**config.mk**
```make
export PLATFORM = sky130hd
export DESIGN_NAME = div_sequencer
export DESIGN_NICKNAME = d
export VERILOG_FILES = /design/src/rtl/div_sequencer.sv
export SDC_FILE = /design/constraint.sdc
export NUM_CORES = 1
export LEC_CHECK = 0
export CORE_ASPECT_RATIO = 0.9
export CORE_MARGIN = 4
export CORE_UTILIZATION = 60
export DETAILED_ROUTE_END_ITERATION = 7
export PLACE_DENSITY = 0.84
export SETUP_SLACK_MARGIN = 0.2
export SYNTH_ARGS = -nofsm -noshare
export SYNTH_HDL_FRONTEND = slang
export SYNTH_SLANG_ARGS = --single-unit
```
**constraint.sdc**
```tcl
create_clock -name clk -period 12.6 [get_ports clk]
set_clock_uncertainty 0.1 [all_clocks]
set_input_delay 3.78 -clock clk [delete_from_list [all_inputs] [get_ports clk]]
set_output_delay 3.78 -clock clk [all_outputs]
set_load 0.005 [all_outputs]
```
**src/rtl/div_sequencer.sv**
```systemverilog
// div_sequencer: iterative restoring divider for DIV/DIVU, one quotient bit per cycle,
// returning {remainder, quotient} and holding the pipeline via stallreq while in flight.
module div_sequencer #(
    parameter int WIDTH = 32,
    parameter int CNT_W = 6
) (
    input  logic               clk,
    input  logic               resetn,
    input  logic               start,
    input  logic               signed_div,
    input  logic [WIDTH-1:0]   opdata1,
    input  logic [WIDTH-1:0]   opdata2,
    input  logic               flush,
    input  logic               hold,
    output logic [2*WIDTH-1:0] result,
    output logic               ready,
    output logic               busy,
    output logic               stallreq
);
    typedef enum logic [1:0] {IDLE, RUN, DONE} state_t;
    state_t             state_q;
    logic [CNT_W-1:0]   cnt_q;
    logic [2*WIDTH-1:0] rq_q, rq_d, result_q;
    logic [WIDTH-1:0]   dvs_q, abs1, abs2, q_fix, r_fix;
    logic [WIDTH:0]     trial;
    logic               qneg_q, rneg_q, ready_q;
    always_comb begin
        abs1  = (signed_div && opdata1[WIDTH-1]) ? -opdata1 : opdata1;
        abs2  = (signed_div && opdata2[WIDTH-1]) ? -opdata2 : opdata2;
        // trial uses the shifted-out remainder MSB so a 33-bit partial remainder is never lost
        trial = rq_q[2*WIDTH-1:WIDTH-1] - {1'b0, dvs_q};
        rq_d  = trial[WIDTH] ? {rq_q[2*WIDTH-2:0], 1'b0}
                             : {trial[WIDTH-1:0], rq_q[WIDTH-2:0], 1'b1};
        q_fix = qneg_q ? -rq_d[WIDTH-1:0] : rq_d[WIDTH-1:0];
        r_fix = rneg_q ? -rq_d[2*WIDTH-1:WIDTH] : rq_d[2*WIDTH-1:WIDTH];
    end
    always_ff @(posedge clk) begin
        if (!resetn) begin
            state_q  <= IDLE;
            cnt_q    <= '0;
            rq_q     <= '0;
            dvs_q    <= '0;
            qneg_q   <= 1'b0;
            rneg_q   <= 1'b0;
            result_q <= '0;
            ready_q  <= 1'b0;
        end else if (flush || (state_q == RUN && !start)) begin
            state_q <= IDLE;
            cnt_q   <= '0;
            ready_q <= 1'b0;
        end else begin
            case (state_q)
                IDLE: if (start) begin
                    if (opdata2 != '0) begin
                        state_q <= RUN;
                        rq_q    <= {{WIDTH{1'b0}}, abs1};
                        dvs_q   <= abs2;
                        qneg_q  <= signed_div & (opdata1[WIDTH-1] ^ opdata2[WIDTH-1]);
                        rneg_q  <= signed_div & opdata1[WIDTH-1];
                        cnt_q   <= '0;
                    end else begin
                        state_q  <= DONE;
                        result_q <= {opdata1, {WIDTH{1'b1}}};
                        ready_q  <= 1'b1;
                    end
                end
                RUN: begin
                    rq_q  <= rq_d;
                    cnt_q <= cnt_q + 1'b1;
                    if (cnt_q == CNT_W'(WIDTH - 1)) begin
                        state_q  <= DONE;
                        result_q <= {r_fix, q_fix};
                        ready_q  <= 1'b1;
                    end
                end
                DONE: if (!hold) begin
                    state_q <= IDLE;
                    ready_q <= 1'b0;
                end
                default: state_q <= IDLE;
            endcase
        end
    end
    assign result   = result_q;
    assign ready    = ready_q;
    assign busy     = state_q != IDLE;
    assign stallreq = start & ~ready_q & ~flush;
endmodule
```
---- Word-level counts from Yosys, hierarchy flattened ----
Index checks and enable logic that the tools add are counted.
storage, ports and cells
  output and inout port bits .............. 67
  flip-flop bits (word level) ............. 171
  word-level logic and storage cells ...... 73
  input port bits ......................... 70
cells by class
  bitwise gates (word level) .............. 9
  equal/unequal tests ..................... 8
  add/sub/neg operators ................... 6
  muxes and demuxes ....................... 25
  reduce and logical (&&, ||, !) cells .... 17
operator list
  cell                 number
  $mux 64              6
  $pmux 64 s2          2
  $mux 32              4
  $neg 32->32          4
  $sub 33x32->33       1
  $reduce_bool 32->1   1
  $mux 6               2
  $pmux 6 s2           1
  $reduce_and 5->1     2
  $mux 2               4
  $ne 2x2->1 const B   4
  $reduce_and 4->1     2
  $add 6x1->6 const B  1
  $eq 6x5->1 const B   1
  $pmux 2 s3           1
  $reduce_and 3->1     2
  $and 1x1->1          4
  $mux 1               4
  $not 1->1            4
  $reduce_bool 2->1    2
  $logic_and 1x1->1    3
  $pmux 1 s3           1
  $reduce_bool 3->1    1
  $eq 2x1->1 const B   1
  other kinds (7)      7

---- Logic depth before layout (Yosys ltp) ----
  depth in word-level cells ............... 6
  gate-level depth with buffers ........... 23
  gate-level depth less buffers ........... 21

---- Least setup slack after synthesis ----
Ideal clock, no wire load.
  kind .................................... in2out
  start ................................... input port flush
  end ..................................... output port stallreq
  arrival ................................. 4032 ps
  cell stages on the path ................. 2
  required time ........................... 8720 ps
  buffers on the path ..................... 0
  setup slack ............................. 4688 ps
  cell sequence ........................... nand2b_1 > nor2_1
on the way
  word-level cells in the longest chain between the ends .. 2
RTL lines
  what             line  RTL
  start, declared  13    input logic flush,
  $not 1->1        87    assign stallreq = start & ~ready_q & ~flush;
  $and 1x1->1      87
  end, declared    18    output logic stallreq
No other way between the ends.

---- Final worst setup path ----
Ends and elaborated chain as after synthesis.

==> results.py <==
metrics = {
    "clock_tree": {
        "cts_tree": "done",
        "clock-root-buffer": "clkbuf_16",
        "hold_buffers": 0,
        "cts_setup_buffers": 0,
        "cts_resized": 0,
        "cts.sinks": 171,
        "cts_buffer_depth": 2,
        "clk_pin_slew_ns": 0.07,
        "numCtsBuffers": 17,
        "cts_max_level": 4,
        "clock_latency_ns": 0.44,
    },
    "yosys": {
        "synth_top_area_share_pct": 28.2,
        "ys_seq_area_share_pct": 28.2,
        "yosysTopAreaCell": "dfxtp_1",
        "synth_edf_count": 0,
        "synthCells": 1581,
        "ys.flop_type": "dfxtp_1",
        "yosysMostFrequentCell": "nor2_1",
        "synth-seq-cells": 171,
        "avgSynthCellArea_um2": 7.69,
        "yosys_warnings": 0,
        "synth_area_leaders": "dfxtp_1, a21oi_1, nor2_1, ha_1, o21ai_0",
        "synth_commonest_cells": "nor2_1, dfxtp_1, a21oi_1, nand2_1, o21ai_0",
        "ys_types": 97,
        "syn-num-nets": 1692,
        "synth-async-reset-ratio_pct": 0,
        "synth_area_um2": 12200,
    },
    "outcome": {
        "outcome": "complete, no violations",
    },
    "detailed_routing": {
        "first_pass_iters": 6,
        "drc": 0,
        "vias": 12223,
        "avgViaCountPerCell": 6.38,
        "finalWirelength_um": 35200,
        "ant_nets": 0,
        "drt-initial-drc-count": 1229,
        "wl_per_cell_um": 18.4,
    },
    "critical_path": {
        "critPathTopFamily": "buffers and inverters",
        "path_buf_inv": 2,
        "crit_top_cell": "clkdlybuf4s50_1",
        "reg2regPathDepth": 19,
        "r2r_start": "rq_q[31]$_SDFFE_PN0P_",
        "cp.required_ns": 8.72,
        "path_max_fanout": 3,
        "worstSetupPathType": "primary input to primary output",
        "slowest_delay_ns": 0.50,
        "rrSetupSlack_ns": 6.81,
        "critPathLaunchType": "primary input",
        "r2r_end": "result[60]$_SDFFE_PN0P_",
        "slowest_stage": "clkdlybuf4s50_1",
        "crit_path_end_kind": "primary output",
        "worstPathCellList": "clkdlybuf4s50_1 > nand2b_1 > nor2_1 > clkdlybuf4s50_1",
        "crit_arrival_ns": 5.00,
    },
    "power": {
        "ir_drop_uv": 71.5,
        "power.density_nw_per_um2": 103,
        "leakage_nw": 5.11,
        "power.total_mw": 1.44,
    },
    "timing": {
        "worstMarginPinSlew_ns": 1.16,
        "fin_crit_ns": 8.88,
        "fin_ws_ns": 3.72,
        "setup_viol": 0,
        "fin_crit_sh_pct": 70.5,
        "fmax_mhz": 113,
        "rsz0062_at_grt": "false",
        "final_hold_viol_count": 0,
        "relSlewSlack_pct": 22.8,
        "setup_tns_ns": 0,
        "slew_violations": 0,
    },
    "grt": {
        "grt_usage_pct": 30.6,
        "grt_pass1_wl_um": 57000,
        "grt_pass1_vias": 11368,
        "grt_antenna_before_repair": 0,
        "grt_overflow_total": 0,
        "grt_max_degree": 100,
    },
    "final_layout": {
        "fin_cells": 1915,
        "diodes": 0,
        "drive_gt1_share_pct": 6.27,
        "nNetsFinal": 1758,
        "syn2layout_area_growth_pct": 14.9,
    },
    "min_path": {
        "min_to": "dvs_q[31]$_SDFFE_PN0P_",
        "min_from": "dvs_q[31]$_SDFFE_PN0P_",
        "holdPathStages": 2,
        "hp-class": "flop to flop",
    },
    "flow_run": {
        "max_cap_viol_count": 0,
    },
    "die": {
        "ioPinCount": 137,
        "start_util_pct": 61.0,
        "core_area_um2": 19900,
        "die_y_um": 143,
        "die_w_um": 158,
        "row_count": 49,
        "die_area_um2": 22600,
    },
    "placement": {
        "gp_congestion": 0.908,
        "dp.cells": 1883,
        "hpwl_um": 25100,
        "post-place-ws_ns": 3.72,
        "io_buffers": 136,
    },
}
[worst min-delay path, delay by kind of cell (launching register included)]
family	cells	cell delay, ns
flops	1	0.31
simple gates	1	0.05
compound gates	1	0.05
[final cells by class]
cell class	instances	area [um2]
Fill cell	1685	5960
Timing Repair Buffer	144	1420
Clock inverter	14	149
Sequential cell	171	3420
Multi-Input combinational cell	1255	8000
Tap cell	255	319
Clock buffer	18	439
Inverter	58	219
[worst max-delay path by stage]
stage | end | slack [ns] | from | cells after the start
finish | stallreq | 3.72 | flush | 4
floorplan | stallreq | 4.69 | flush | 2
detailed placement | stallreq | 3.72 | flush | 4
global route | stallreq | 3.66 | flush | 4
global placement | stallreq | 3.73 | flush | 4
CTS | stallreq | 3.71 | flush | 4
[placed cells by master, fill, tap and decap left out, types with 7 or more instances in the layout]
cell,Yosys,final
a21o_1,7,7
a211oi_1,64,64
o211ai_1,9,9
nor4_1,12,12
nand4_1,12,12
nand2_1,129,128
and2_1,12,12
o31ai_1,32,32
o41ai_1,13,13
a31oi_1,19,19
o21a_1,8,8
nor2b_1,20,20
o21ai_0,100,100
inv_1,57,56
clkbuf_16,0,17
a211o_1,9,9
mux2i_1,37,37
buf_4,1,8
dfxtp_1,171,171
or3_1,14,13
a22oi_1,10,10
a21oi_1,165,165
clkdlybuf4s50_1,0,136
nand3b_1,7,7
nand2b_1,17,17
or4_1,10,10
nor2_1,183,183
a221oi_1,8,8
xnor2_1,50,50
and3_1,14,13
nand3_1,26,26
ha_1,40,39
xor2_1,55,55
mux2_2,9,9
nor3_1,43,43
[flip-flops by register name (all words and copies together), names as in the netlist]
register  count
result       64
state_q       2
rneg_q        1
ready         1
dvs_q        32
qneg_q        1
cnt_q         6
rq_q         64
[where the power goes]
group          leakage, nW  internal (mW)  switching, mW  total, mW
Sequential            1.39          0.558         0.0178      0.576
Clock                0.287          0.271          0.264      0.535
Combinational         3.44          0.129          0.200      0.329
[per-layer routing]
metal | GRT usage (%) | up-vias | part of all wire, %
met1 | 41.0 | 5741 | 43
met2 | 51.7 | 512 | 48
met4 | 7.99 | 0 | 1.9
met3 | 4.61 | 64 | 7.1
li1 | - | 5906 | -
met5 | 0 | - | 0
[stage by stage]
| stage | util (%) | instance area (um2) | hold WS (ns) |
|---|---|---|---|
| after floorplan | - | 12200 | 0.332 |
| after global placement | 67.2 | 13400 | 0.341 |
| after detailed placement | 67.2 | 13400 | 0.348 |
| after CTS | 70.1 | 14000 | 0.358 |
| after global routing | 70.1 | 14000 | 0.366 |
| final | 70.1 | 14000 | 0.357 |
[kinds of logic after synthesis]
kind of cell | Yosys count | synth area share [%]
and+or+nand+nor | 544 | 21.9
adders and majority gates | 41 | 4.28
muxes | 46 | 3.88
buffers and inverters | 155 | 6.17
DFF | 171 | 28.2
AOI/OAI and AO/OA | 519 | 28.0
xor gates and xnor gates | 105 | 7.57
(Power assumes the default switching activity.)
